`config.mk`:
```
export PLATFORM = sky130hd
export DESIGN_NAME = pkt_tx_sched_flat
export DESIGN_NICKNAME = d
export VERILOG_FILES = /design/src/rtl/pkt_tx_sched_if.sv /design/src/rtl/pkt_tx_sched.sv /design/src/flat_wrapper.sv
export SDC_FILE = /design/constraint.sdc
export NUM_CORES = 1
export LEC_CHECK = 0
export BUFFER_PORTS_ARGS = -buffer_cell sky130_fd_sc_hd__clkbuf_2
export CAP_MARGIN = 20
export CORE_ASPECT_RATIO = 1.1
export CORE_MARGIN = 5
export CORE_UTILIZATION = 57
export DETAILED_ROUTE_END_ITERATION = 10
export PLACE_DENSITY = 0.95
export SLEW_MARGIN = 5
export SYNTH_ARGS = -nofsm -noshare
export SYNTH_HDL_FRONTEND = slang
export SYNTH_SLANG_ARGS = --single-unit
```
`constraint.sdc`:
```
create_clock -name clk -period 6.1 [get_ports clk]
set_input_delay 0.915 -clock clk [delete_from_list [all_inputs] [get_ports clk]]
set_output_delay 0.915 -clock clk [all_outputs]
set_load 0.02 [all_outputs]
```
`src/rtl/pkt_tx_sched_if.sv`:
```
// rtl/pkt_tx_sched_if.sv - requester handshake and serial bus bundle for pkt_tx_sched
interface pkt_tx_sched_if #(
    parameter int NREQ = 4
);
    logic [NREQ-1:0]    req;
    logic [NREQ*8-1:0]  addr;
    logic [NREQ*3-1:0]  op;
    logic [NREQ*62-1:0] data;
    logic [NREQ-1:0]    grant;
    logic               busy;
    logic               done;
    logic               tx;

    modport master (
        output req, addr, op, data,
        input  grant, busy, done, tx
    );

    modport slave (
        input  req, addr, op, data,
        output grant, busy, done, tx
    );
endinterface

```
`src/rtl/pkt_tx_sched.sv`:
```
// rtl/pkt_tx_sched.sv - round-robin packet scheduler serialising 74-bit frames onto tx
module pkt_tx_sched #(
    parameter int NREQ = 4,
    parameter int GAP  = 4
) (
    input  logic           clk,
    input  logic           nRst,
    pkt_tx_sched_if.slave  bus
);
    localparam int PW = (NREQ > 1) ? $clog2(NREQ) : 1;
    localparam int FW = 74;

    typedef enum logic [1:0] {IDLE, SEND, GAPS} state_t;

    state_t          state_q, state_d;
    logic [FW-1:0]   shreg_q, shreg_d;
    logic [6:0]      bit_q, bit_d;
    logic [7:0]      gap_q, gap_d;
    logic [PW-1:0]   rr_q, rr_d;
    logic [NREQ-1:0] grant_q, grant_d;
    logic            busy_q, busy_d;
    logic            done_q, done_d;

    logic            found;
    logic [PW-1:0]   win;
    logic [FW-1:0]   win_frame;

    // Two passes give rotating priority: indices above the pointer first, then the wrap-around.
    always_comb begin
        found     = 1'b0;
        win       = '0;
        win_frame = '1;
        for (int j = 0; j < NREQ; j++) begin
            if (!found && bus.req[j] && (j > int'(rr_q))) begin
                found     = 1'b1;
                win       = PW'(j);
                win_frame = {1'b0, bus.addr[j*8 +: 8], bus.op[j*3 +: 3], bus.data[j*62 +: 62]};
            end
        end
        for (int j = 0; j < NREQ; j++) begin
            if (!found && bus.req[j] && (j <= int'(rr_q))) begin
                found     = 1'b1;
                win       = PW'(j);
                win_frame = {1'b0, bus.addr[j*8 +: 8], bus.op[j*3 +: 3], bus.data[j*62 +: 62]};
            end
        end
    end

    // The shift register's MSB is tx itself; it is refilled with ones outside a frame so the bus idles high.
    always_comb begin
        state_d = state_q;
        shreg_d = shreg_q;
        bit_d   = bit_q;
        gap_d   = gap_q;
        rr_d    = rr_q;
        grant_d = '0;
        done_d  = 1'b0;
        busy_d  = busy_q;
        case (state_q)
            IDLE: begin
                shreg_d = '1;
                busy_d  = 1'b0;
                if (found) begin
                    state_d = SEND;
                    shreg_d = win_frame;
                    grant_d = NREQ'(1) << win;
                    rr_d    = win;
                    bit_d   = '0;
                    busy_d  = 1'b1;
                end
            end
            SEND: begin
                if (bit_q == 7'd73) begin
                    shreg_d = '1;
                    if (GAP == 0) begin
                        state_d = IDLE;
                        busy_d  = 1'b0;
                    end else begin
                        state_d = GAPS;
                        gap_d   = '0;
                    end
                end else begin
                    shreg_d = {shreg_q[FW-2:0], 1'b1};
                    bit_d   = bit_q + 7'd1;
                    done_d  = (bit_q == 7'd72);
                end
            end
            GAPS: begin
                shreg_d = '1;
                if (gap_q == 8'(GAP - 1)) begin
                    state_d = IDLE;
                    busy_d  = 1'b0;
                end else begin
                    gap_d = gap_q + 8'd1;
                end
            end
            default: begin
                state_d = IDLE;
                shreg_d = '1;
                busy_d  = 1'b0;
            end
        endcase
    end

    always_ff @(posedge clk or posedge nRst) begin
        if (nRst) begin
            state_q <= IDLE;
            shreg_q <= '1;
            bit_q   <= '0;
            gap_q   <= '0;
            rr_q    <= PW'(NREQ - 1);
            grant_q <= '0;
            busy_q  <= 1'b0;
            done_q  <= 1'b0;
        end else begin
            state_q <= state_d;
            shreg_q <= shreg_d;
            bit_q   <= bit_d;
            gap_q   <= gap_d;
            rr_q    <= rr_d;
            grant_q <= grant_d;
            busy_q  <= busy_d;
            done_q  <= done_d;
        end
    end

    assign bus.tx    = shreg_q[FW-1];
    assign bus.grant = grant_q;
    assign bus.busy  = busy_q;
    assign bus.done  = done_q;
endmodule

```
`src/flat_wrapper.sv`:
```
// flat-port wrapper written by rule: the top's interface ports become plain ports
module pkt_tx_sched_flat 
#(
    parameter int NREQ = 4,
    parameter int GAP  = 4
)
  (clk, nRst, bus_req, bus_addr, bus_op, bus_data, bus_grant, bus_busy, bus_done, bus_tx);
  pkt_tx_sched_if #(.NREQ(NREQ)) bus_i ();
  input  logic clk;
  input  logic nRst;
  input wire logic [$bits(bus_i.req)-1:0] bus_req;
  input wire logic [$bits(bus_i.addr)-1:0] bus_addr;
  input wire logic [$bits(bus_i.op)-1:0] bus_op;
  input wire logic [$bits(bus_i.data)-1:0] bus_data;
  output wire logic [$bits(bus_i.grant)-1:0] bus_grant;
  output wire logic [$bits(bus_i.busy)-1:0] bus_busy;
  output wire logic [$bits(bus_i.done)-1:0] bus_done;
  output wire logic [$bits(bus_i.tx)-1:0] bus_tx;
  assign bus_i.req = bus_req;
  assign bus_i.addr = bus_addr;
  assign bus_i.op = bus_op;
  assign bus_i.data = bus_data;
  assign bus_grant = bus_i.grant;
  assign bus_busy = bus_i.busy;
  assign bus_done = bus_i.done;
  assign bus_tx = bus_i.tx;
  pkt_tx_sched #(.NREQ(NREQ), .GAP(GAP)) u_core (.clk(clk), .nRst(nRst), .bus(bus_i));
endmodule
```
==> impl.org <==
** Floorplanning
- Area of the die :: 0.01906 mm2
- The die is 144.3 um tall.
- Core region area :: 0.01625 mm2
- For this configuration, the core starts out at a cell density of 0.5754.
- The initialized floorplan defines 49 standard-cell rows.
- Count of pins on the block boundary :: between 300 and 400
- In this run the horizontal extent of the chip is 132.1 um.

** Global route
- Antenna violations before repair :: 0
- The total overflow left after global routing is 0.
- Global-route wire length before repair :: 56640 um
- Gr usage total :: 0.3621
- The number of global-route vias before repair was roughly 11000.
- Maximum number of pins on one net before global-route repair :: 95

** Detailed routing
- For this block, wires on met1 add up to 13530 um.
- First-pass DRT Iterations :: 8
- Number of DRC markers in iteration 0 :: 1641
- The routed design has 37070 um of wire.
- For this run, design rule violations remaining after detail routing come to 0.
- The detailed router used layers up to and including met4.
- In the detailed route, the total length drawn on met3 is around 4700 um.
- Summed over all nets, wire length on met2 after detailed routing comes to 16870 um.
- After detailed routing, the number of vias per cell comes to 7.219.
- Per-cell routed wire length :: 23.24 um
- Number of nets still failing antenna checks after routing :: 0
- Number of vias after detailed routing :: 11514

** Power
- The worst-case IR drop observed on VDD is 0.2705 mV.
- Static leakage :: 4.766 nW
- Power spread over the standard cell area amounts to 377.1 mW/mm2.

** Layout
- Across the whole layout, storage elements account for 0.002572 mm2.
- After the last flow step, the layout net total stands at 1691.
- Area overhead of the layout relative to synthesis :: 18.28%
- Commonest non-fill, non-tap cell in the layout :: clkbuf_2
- For this run, the number of standard cells in the final layout without fillers is around 1600.
- Commonest non-fill, non-tap cells in the layout :: clkbuf_2 (303), nand2_1 (159), nand3_1 (90), o21ai_0 (88), dfstp_2 (76)
- Of the cells placed in the final design, the portion with a size suffix greater than 1 is 0.3113.
- The number of antenna diodes in the final layout is 0.
- Fill cells in the final layout number 1302.
- In the final layout, the multi-input gates occupy 0.006207 mm2.

** Critical path
- The worst setup path is captured at a flop.
- Data on the critical path is required at its endpoint by between 6 and 7 ns.
- Largest stage delay, worst path :: 0.80 ns
- The critical path is of the input pin to flop type.
- At the worst endpoint, the arrival time is 3.66 ns.
- Cell depth of the worst flop-to-flop path :: 5
- Walking the worst path, the cells encountered are buf_2 > buf_4 > o21ai_0 > nand3_4 > o221ai_1 > o211ai_1.
- Critical path fanouts, max :: 81
- STA classifies the critical path startpoint as an input pin.
- The largest individual stage delay along the critical path comes from the cell buf_4.

** Clocking
- Clock sink count :: 99
- Depth of the CTS H-tree :: 3
- In this run the clock root is driven by a clkbuf_16.
- The number of hold buffers added after CTS was 0.
- Insertion delay to the later sink of the worst-skew pair :: 0.35 ns
- Setup fix buffers added after clock tree synthesis :: 0
- Number of buffers added by the clock tree synthesis step :: 9
- CTS tree :: done
- Clock-pin slew on the worst setup and hold paths :: 0.06 ns
- Clock Tree Buf Depth :: 2
- PostCTS Resize Cnt :: 0

** Logic synthesis
- The area fraction in compound gates after synthesis is 0.3666.
- Sequential-to-total area share from yosys stat :: 0.2752
- Share of synthesized area spent on multiplexers :: 0.07817
- During synthesis, Yosys emitted a total of 0 warnings.
- Summed over all instances, the cell type with the most area after synthesis is dfstp_2.
- Total nets after synthesis :: 1500
- Of the total synthesized cell area, the portion taken by full adders, half adders and majority gates is 0.009370.
- Instance count of the mapped netlist :: between 1000 and 1500
- The share of synthesized area in the top cell type comes to 0.2136.
- Of the total synthesized cell area, the portion taken by XOR and XNOR cells is 0.003748.
- In the synthesized netlist the async set-or-reset flop fraction comes to 1.000.
- By area the synthesized netlist is led by dfstp_2 (21%), mux2i_1 (7.8%), o221ai_1 (6.9%).
- Summing every instance area after synthesis gives 0.009348 mm2.
- By area, the combinational part of the netlist is dominated by compound AO/OA/AOI/OAI gates.
- Count of flip-flops with a built-in enable after synthesis :: 0
- Basic-gate share of the synthesized area counting and, or, nand and nor cells :: 0.1984
- Avg Synthesized Cell Area :: 7.822 um2
- The most used flip-flop cell after synthesis is dfstp_2.
- Number of library cell types mapped by synthesis :: 46
- Synthesized flop and latch total :: just under 100

** Placement
- Placer Congestion :: 0.9478
- # placed instances :: 1579
- Once detailed placement completed, the half-perimeter wirelength came to 24090 um.
- During placement, the flow inserted port buffers numbering between 300 and 400.

** STA
- Worst slew pin tran :: 1.219 ns
- Setup TNS :: 0 ns
- Headroom to the max-slew limit came out at 0.1873.
- On the final layout, the worst clock skew is 0.01570 ns.
- Highest clock frequency the design can meet :: 0.2929 GHz
- The number of max-slew violations in the final report came to 0.
- Subtracting the final worst setup slack from the clock period gives between 3 and 4 ns.
- The final count of hold timing violations was 0.
- Setup repair after global routing left no endpoint under its margin.
- Final clock period utilization by the worst path :: 0.5598
- Setup violations remaining at the end of the flow were counted as 0.

** Flow run
- Max-cap violations :: 0

** Hold path
- In this run the worst hold path is classified as flop to flop.
- Counting instances, the worst hold path has a depth of 1.

** Run status
- The run finished with clean final reports.
[per-layer routing]
| layer | GRT usage | vias up |
|---|---|---|
| li1 | - | 4981 |
| met1 | 0.4748 | 5283 |
| met2 | 0.5573 | 1069 |
| met3 | 0.07481 | 181 |
| met4 | 0.2101 | 0 |
| met5 | 0 | - |
[power by group]
group,internal (mW),switching (mW),leakage [nW]
clock,0.364,0.255,0.156
sequential,0.987,0.127,1.11
combinational,0.824,1.61,3.50
[synth_stat cells (2+ instances only)]
master and n:
nand2_1 159, nand3_1 92, o21ai_0 88, clkbuf_1 79
nand2b_1 77, dfstp_2 76, o221ai_1 74, a22oi_1 73
mux2i_1 73, o22a_1 73, o211ai_1 72, o22ai_1 72
buf_2 32, buf_1 25, nor2_1 24, dfrtp_1 23
inv_1 10, buf_4 7, ha_1 7, nor2b_1 6
nor3_1 6, and3_1 5, o31ai_1 5, xor2_1 4
a21oi_1 3, a31oi_1 3, and2_1 3, nand4_1 3
a22o_1 2, nor4_1 2, or2_2 2
[kinds of logic (layout without fill, tap and decap cells)]
family          after synthesis  in the layout
compound gates              473            473
simple gates                386            386
buf+inv                     153            349
flops                        99             99
mux                          73             73
fa+ha+maj                     7              7
xor+xnor                      4              4
[layout make-up]
cell class,instances,area share
clock buffer,15,0.02603
clock inverter,1,0.002716
inverter,10,0.003621
multi-input combinational,943,0.5614
sequential,99,0.2327
tap,204,0.02308
timing repair buffer,323,0.1505
[worst max-delay path, delay by kind of cell]
| kind | cells | cell delay, ns |
|---|---|---|
| buffers and inverters | 2 | 0.95 |
| AO/OA/AOI/OAI | 3 | 0.88 |
| AND/OR/NAND/NOR | 1 | 0.76 |
[sequential cells by signal (all words and copies together), names as in the netlist]
name / flops
u_core.bus.done: 1
u_core.rr_q: 2
u_core.bit_q: 7
u_core.state_q: 2
u_core.bus.busy: 1
u_core.shreg_q: 74
u_core.bus.grant: 4
u_core.gap_q: 8
[final timing paths]
| check | to | startpoint | slack, ns |
|---|---|---|---|
| worst min-delay path | u_core.state_q[1] | u_core.state_q[1] | 0.53 |
| max in group asynchronous | u_core.state_q[1] | nRst | 4.30 |
| min in group asynchronous | u_core.gap_q[5] | nRst | 0.61 |
| worst max-delay path | u_core.shreg_q[59] | bus_req[2] | 2.69 |
| worst max register to register | u_core.shreg_q[59] | u_core.rr_q[1] | 3.17 |
| worst min register to register | u_core.state_q[1] | u_core.state_q[1] | 0.53 |
[per-stage QoR]
step | setup WS (ns) | power (mW) | instance area [um2] | hold WS [ns] | util
after floorplan | 2.720 | 2.774 | 9348 | 0.4703 | -
after global placement | 2.549 | 3.391 | 10740 | 0.5038 | 0.6610
after detailed placement | 2.472 | 3.460 | 10740 | 0.5108 | 0.6610
after CTS | 2.830 | 4.086 | 11060 | 0.5248 | 0.6806
after global routing | 2.629 | 4.380 | 11060 | 0.5485 | 0.6806
final | 2.686 | 4.170 | 11060 | 0.5251 | 0.6806
(Power assumes the default switching activity.)
